[src/rtl/mod_updown_counter_pkg.sv]
// Shared encodings for the modulo up/down counter family.
// Imported by the counter top, its next-state logic and the users of either.
package mod_updown_counter_pkg;

  localparam int   MODE_WRAP = 0;
  localparam int   MODE_SAT  = 1;

  localparam logic UP = 1'b1;
  localparam logic DN = 1'b0;

endpackage

[src/rtl/mod_updown_counter_if.sv]
// Control/status bundle for mod_updown_counter; master drives controls, slave returns count and flags.
// Pure wiring, no latency and no backpressure.
interface mod_updown_counter_if #(
  parameter int WIDTH = 2
);

  logic             en;
  logic             sclr;
  logic             up_dn;
  logic             load;
  logic [WIDTH-1:0] din;
  logic [WIDTH-1:0] count;
  logic             tc;
  logic             ovf;

  modport master (
    output en, sclr, up_dn, load, din,
    input  count, tc, ovf
  );

  modport slave (
    input  en, sclr, up_dn, load, din,
    output count, tc, ovf
  );

endinterface

[src/rtl/mod_updown_counter_next.sv]
// Combinational advance value and terminal-count detect for a modulo-MOD counter.
// Zero latency; no backpressure, the caller decides whether the advance is taken.
module mod_counter_next
  import mod_updown_counter_pkg::*;
#(
  parameter int WIDTH = 2,
  parameter int MOD   = 4,
  parameter int MODE  = MODE_WRAP
) (
  input  logic [WIDTH-1:0] count_i,
  input  logic             up_dn_i,
  input  logic             adv_i,
  output logic [WIDTH-1:0] count_nxt_o,
  output logic             tc_o
);

  localparam logic [WIDTH-1:0] TOP = WIDTH'(MOD - 1);

  logic in_range;
  logic at_term;

  // A full-range modulus cannot hold an out-of-range value, so skip the compare.
  if (MOD >= (1 << WIDTH)) begin : g_full_range
    assign in_range = 1'b1;
  end else begin : g_part_range
    assign in_range = (count_i <= TOP);
  end

  always_comb begin
    at_term     = 1'b0;
    count_nxt_o = '0;
    if (in_range) begin
      if (up_dn_i == UP) begin
        at_term     = (count_i == TOP);
        count_nxt_o = at_term ? ((MODE == MODE_SAT) ? TOP : '0)
                              : count_i + WIDTH'(1);
      end else begin
        at_term     = (count_i == '0);
        count_nxt_o = at_term ? ((MODE == MODE_SAT) ? '0 : TOP)
                              : count_i - WIDTH'(1);
      end
    end
    tc_o = adv_i & at_term;
  end

endmodule

[src/rtl/mod_updown_counter.sv]
// Modulo-MOD up/down counter with sync clear, clamped load, wrap/saturate and sticky overflow.
// One clk1 edge from any control to count; always accepts, no backpressure.
module mod_updown_counter
  import mod_updown_counter_pkg::*;
#(
  parameter int WIDTH = 2,
  parameter int MOD   = 4,
  parameter int MODE  = MODE_WRAP
) (
  input  logic                  clk1,
  input  logic                  clr_n,
  mod_updown_counter_if.slave   bus
);

  localparam logic [WIDTH-1:0] TOP = WIDTH'(MOD - 1);

  if (MOD < 2 || MOD > (1 << WIDTH)) begin : g_bad_mod
    $error("mod_updown_counter: MOD=%0d illegal for WIDTH=%0d", MOD, WIDTH);
  end

  logic [WIDTH-1:0] count_q, count_d;
  logic [WIDTH-1:0] count_nxt;
  logic [WIDTH-1:0] din_clamped;
  logic             ovf_q, ovf_d;
  logic             adv;
  logic             tc;

  assign adv = bus.en & ~bus.sclr & ~bus.load;

  if (MOD >= (1 << WIDTH)) begin : g_no_clamp
    assign din_clamped = bus.din;
  end else begin : g_clamp
    assign din_clamped = (bus.din > TOP) ? TOP : bus.din;
  end

  mod_counter_next #(
    .WIDTH (WIDTH),
    .MOD   (MOD),
    .MODE  (MODE)
  ) u_next (
    .count_i     (count_q),
    .up_dn_i     (bus.up_dn),
    .adv_i       (adv),
    .count_nxt_o (count_nxt),
    .tc_o        (tc)
  );

  always_comb begin
    count_d = count_q;
    ovf_d   = ovf_q | tc;
    if (bus.sclr) begin
      count_d = '0;
      ovf_d   = 1'b0;
    end else if (bus.load) begin
      count_d = din_clamped;
    end else if (bus.en) begin
      count_d = count_nxt;
    end
  end

  always_ff @(posedge clk1 or negedge clr_n) begin
    if (!clr_n) begin
      count_q <= '0;
      ovf_q   <= 1'b0;
    end else begin
      count_q <= count_d;
      ovf_q   <= ovf_d;
    end
  end

  assign bus.count = count_q;
  assign bus.tc    = tc;
  assign bus.ovf   = ovf_q;

endmodule
[src/flat_wrapper.sv]
// flat-port wrapper written by rule: the top's interface ports become plain ports
module mod_updown_counter_flat import mod_updown_counter_pkg::*;
#(
  parameter int WIDTH = 2,
  parameter int MOD   = 4,
  parameter int MODE  = MODE_WRAP
)
  (clk1, clr_n, bus_en, bus_sclr, bus_up_dn, bus_load, bus_din, bus_count, bus_tc, bus_ovf);
  mod_updown_counter_if #(.WIDTH(WIDTH)) bus_i ();
  input  logic clk1;
  input  logic clr_n;
  input wire logic [$bits(bus_i.en)-1:0] bus_en;
  input wire logic [$bits(bus_i.sclr)-1:0] bus_sclr;
  input wire logic [$bits(bus_i.up_dn)-1:0] bus_up_dn;
  input wire logic [$bits(bus_i.load)-1:0] bus_load;
  input wire logic [$bits(bus_i.din)-1:0] bus_din;
  output wire logic [$bits(bus_i.count)-1:0] bus_count;
  output wire logic [$bits(bus_i.tc)-1:0] bus_tc;
  output wire logic [$bits(bus_i.ovf)-1:0] bus_ovf;
  assign bus_i.en = bus_en;
  assign bus_i.sclr = bus_sclr;
  assign bus_i.up_dn = bus_up_dn;
  assign bus_i.load = bus_load;
  assign bus_i.din = bus_din;
  assign bus_count = bus_i.count;
  assign bus_tc = bus_i.tc;
  assign bus_ovf = bus_i.ovf;
  mod_updown_counter #(.WIDTH(WIDTH), .MOD(MOD), .MODE(MODE)) u_core (.clk1(clk1), .clr_n(clr_n), .bus(bus_i));
endmodule
[config.mk]
export PLATFORM = sky130hd
export DESIGN_NAME = mod_updown_counter_flat
export DESIGN_NICKNAME = d
export VERILOG_FILES = /design/src/rtl/mod_updown_counter_pkg.sv /design/src/rtl/mod_updown_counter_if.sv /design/src/rtl/mod_updown_counter_next.sv /design/src/rtl/mod_updown_counter.sv /design/src/flat_wrapper.sv
export SDC_FILE = /design/constraint.sdc
export NUM_CORES = 1
export LEC_CHECK = 0
export BUFFER_PORTS_ARGS = -buffer_cell sky130_fd_sc_hd__buf_2
export CORE_AREA = 2 2 39 41
export DETAILED_ROUTE_END_ITERATION = 10
export DIE_AREA = 0 0 41 43
export RECOVER_POWER = 100
export SYNTH_ARGS = -nofsm -noshare
export SYNTH_HDL_FRONTEND = slang
export SYNTH_HIERARCHICAL = 1
export SYNTH_SLANG_ARGS = --single-unit
[constraint.sdc]
create_clock -name clk1 -period 2.3 [get_ports clk1]
set_input_delay 0.23 -clock clk1 [delete_from_list [all_inputs] [get_ports clk1]]
set_output_delay 0.23 -clock clk1 [all_outputs]
set_load 0.05 [all_outputs]
==> qor.txt <==
Status -> finished, final reports clean
Initial antenna violation count -> 0
Die area -> 1763 um^2
Commonest non-fill, non-tap cell in the layout -> buf_2
CP required -> 2.07 ns
Hold WC Path Type -> in -> reg
Sink Count -> 3
WHS -> 0.1960 ns
R2R Setup Slk -> 0.94 ns
Row cnt -> 14
CP Cell Sequence -> inv_1 > ha_1 > nand2b_1 > a21boi_0 > buf_2
Synth Instances -> 22
Pre-CTS WS -> 0.9006 ns
Ratio of cells with drive above 1 in the final layout -> 26.32%
Antenna Nets Post-Route -> 0
FF+latch count, synth -> 3
Dpl hpwl -> 381.8 um
Most frequent cells in the layout -> 7 x buf_2, 5 x clkbuf_1, 3 x clkbuf_4, 3 x inv_1, 3 x dfrtp_1
CORE AREA -> 1384 um^2
H-tree lvl count -> 1
CP Capture Type -> output port
VDD IR max -> 0.0001976 V
Max stage delay cell, worst path -> dfrtp_1
Clock Latency Late Sink -> 0.23 ns
GRT Util Overall -> 6.942%
Pleak -> 0.0001521 uW
Die height -> 43 um
DR vias/cell -> 3.907
First-pass GRT wire length -> 745 um
Non-Filler Instances -> 54
Core Util, Final -> 22.69%
Dpl cells -> 49
Post-synth cell types -> 12
Final hold vios -> 0
Inserted Clock Buffers -> 3
WL final -> 475 um
Slew headroom -> 59.92%
Crit path DAT -> 1.49 ns
CP max FO -> 5
CP peak stage delay -> 0.41 ns
Largest net degree at the start of global routing -> 6
Boundary Pins -> 12
Max Cap Viol -> 0
Iteration-0 DRC Markers -> 2
Post-layout nets -> 49
Pwr Density -> 643.0 nW/um^2
Syn. warnings -> 6
Drt drc -> 0
DR WL/cell -> 8.796 um
Clock Path Buffers -> 2
CTS root buf -> clkbuf_4
Final-report max-slew violation count -> 0
Chip Width -> 41 um
Slew @ Worst Pin -> 0.6038 ns
Post-Syn Area -> 207.7 um^2
Final TNS setup -> 0 ns
Ant diodes -> 0
Number of post-CTS setup repair buffers -> 0
Vias in the first global route -> 210
Syn nets -> 32
Vias post-DR -> 211
Fmax -> 582.7 MHz
Final WS setup -> 0.5840 ns
Worst clock skew -> 0.005540 ns
Reg clk slew, reported paths -> 0.04 ns
# setup viols final -> 0
P&R area growth vs syn -> 51.20%
Initial Util -> 15.01%
Crit path kind -> reg -> out
RSZ-0062 raised after global routing -> no
Gr ovfl total -> 0
Drt first pass iters -> 4
Startpoint Class -> flop
Min Tclk post-route -> 1.716 ns
Gpl congestion -> 0.7523
Syn Area/Cell -> 9.441 um^2
Fin crit share -> 74.61%
Post-synthesis sequential area ratio -> 36.14%
TritonCTS clock tree -> done
Port Buffers -> 11
## worst paths after layout
| kind | startpoint | to | cells past startpoint |
|---|---|---|---|
| min in group asynchronous | clr_n | u_core/bus.ovf | 2 |
| worst min register to register | u_core/bus.ovf | u_core/bus.ovf | 2 |
| worst min-delay path | bus_sclr | u_core/bus.ovf | 2 |
| worst max-delay path | u_core/bus.count[0] | bus_tc | 5 |
| max in group asynchronous | clr_n | u_core/bus.count[1] | 2 |
| worst max register to register | u_core/bus.count[0] | u_core/bus.count[1] | 5 |
## cell usage after synthesis
| library cell | number | area, um^2 |
|---|---|---|
| ha_1 | 2 | 25.02 |
| nand2_1 | 1 | 3.750 |
| dfrtp_1 | 3 | 75.07 |
| a21boi_1 | 2 | 15.01 |
| a211oi_1 | 2 | 15.01 |
| xnor2_1 | 1 | 8.760 |
| nor2_1 | 2 | 7.510 |
| nand2b_1 | 1 | 6.260 |
| nor3b_1 | 1 | 7.510 |
| inv_1 | 3 | 11.26 |
| nor2b_1 | 2 | 12.51 |
| mux2i_1 | 2 | 20.02 |
## registers in the layout, indices dropped and copies added, names as in the netlist
name and cells:
u_core/bus.count 2, u_core/bus.ovf 1
## metal layers
layer | wire length (um) | vias to the layer above | track usage [%]
li1 | - | 107 | -
met1 | 189 | 96 | 6.149
met2 | 235 | 8 | 9.688
met3 | 50 | 0 | 3.665
met4 | 0 | 0 | 8.000
met5 | 0 | - | 0
## kinds of logic after synthesis
kind of cell	count (synthesis)	synth area share [%]
fa+ha+maj	2	12.05
flops	3	36.14
buf+inv	3	5.421
xor+xnor	1	4.218
compound gates	4	14.45
simple gates	7	18.07
mux	2	9.639
## worst max-delay path, delay by kind of cell, from the launching register on
family / cells / cell delay, ns
flip-flops: 1 / 0.41
AND/OR/NAND/NOR: 1 / 0.06
adder cells (fa/ha/maj): 1 / 0.13
AO/OA/AOI/OAI: 1 / 0.26
buffers and inverters: 2 / 0.39
## power by group
| group | total, uW | switching [uW] | internal, uW | leakage (uW) |
|---|---|---|---|---|
| Sequential | 60.1 | 3.46 | 56.6 | 0.0000394 |
| Combinational | 48.6 | 30.3 | 18.3 | 0.0000977 |
| Clock | 93.3 | 28.2 | 65.1 | 0.0000150 |
| Total | 202 | 62.0 | 140 | 0.000152 |
## stage by stage
step	power, uW	area, um^2
6_report	201.9	314.1
5_1_grt	221.0	314.1
3_3_place_gp	109.7	282.8
2_1_floorplan	93.35	207.7
3_5_place_dp	110.2	282.8
4_1_cts	209.9	319.1
## what timing repair did
item / CTS / global route
hold buffers: 1 / 0
endpoints found under the hold margin: 3 / 0
gates resized for setup: 0 / 0
## area by class of cell
cell class	instances	area (um^2)
multi-input cells	16	121.4
inverters	3	11.26
fillers	157	1070
clock buffers	4	26.28
repair buffers	12	60.06
well taps	16	20.02
flip-flops and latches	3	75.07
(Power assumes the default switching activity.)
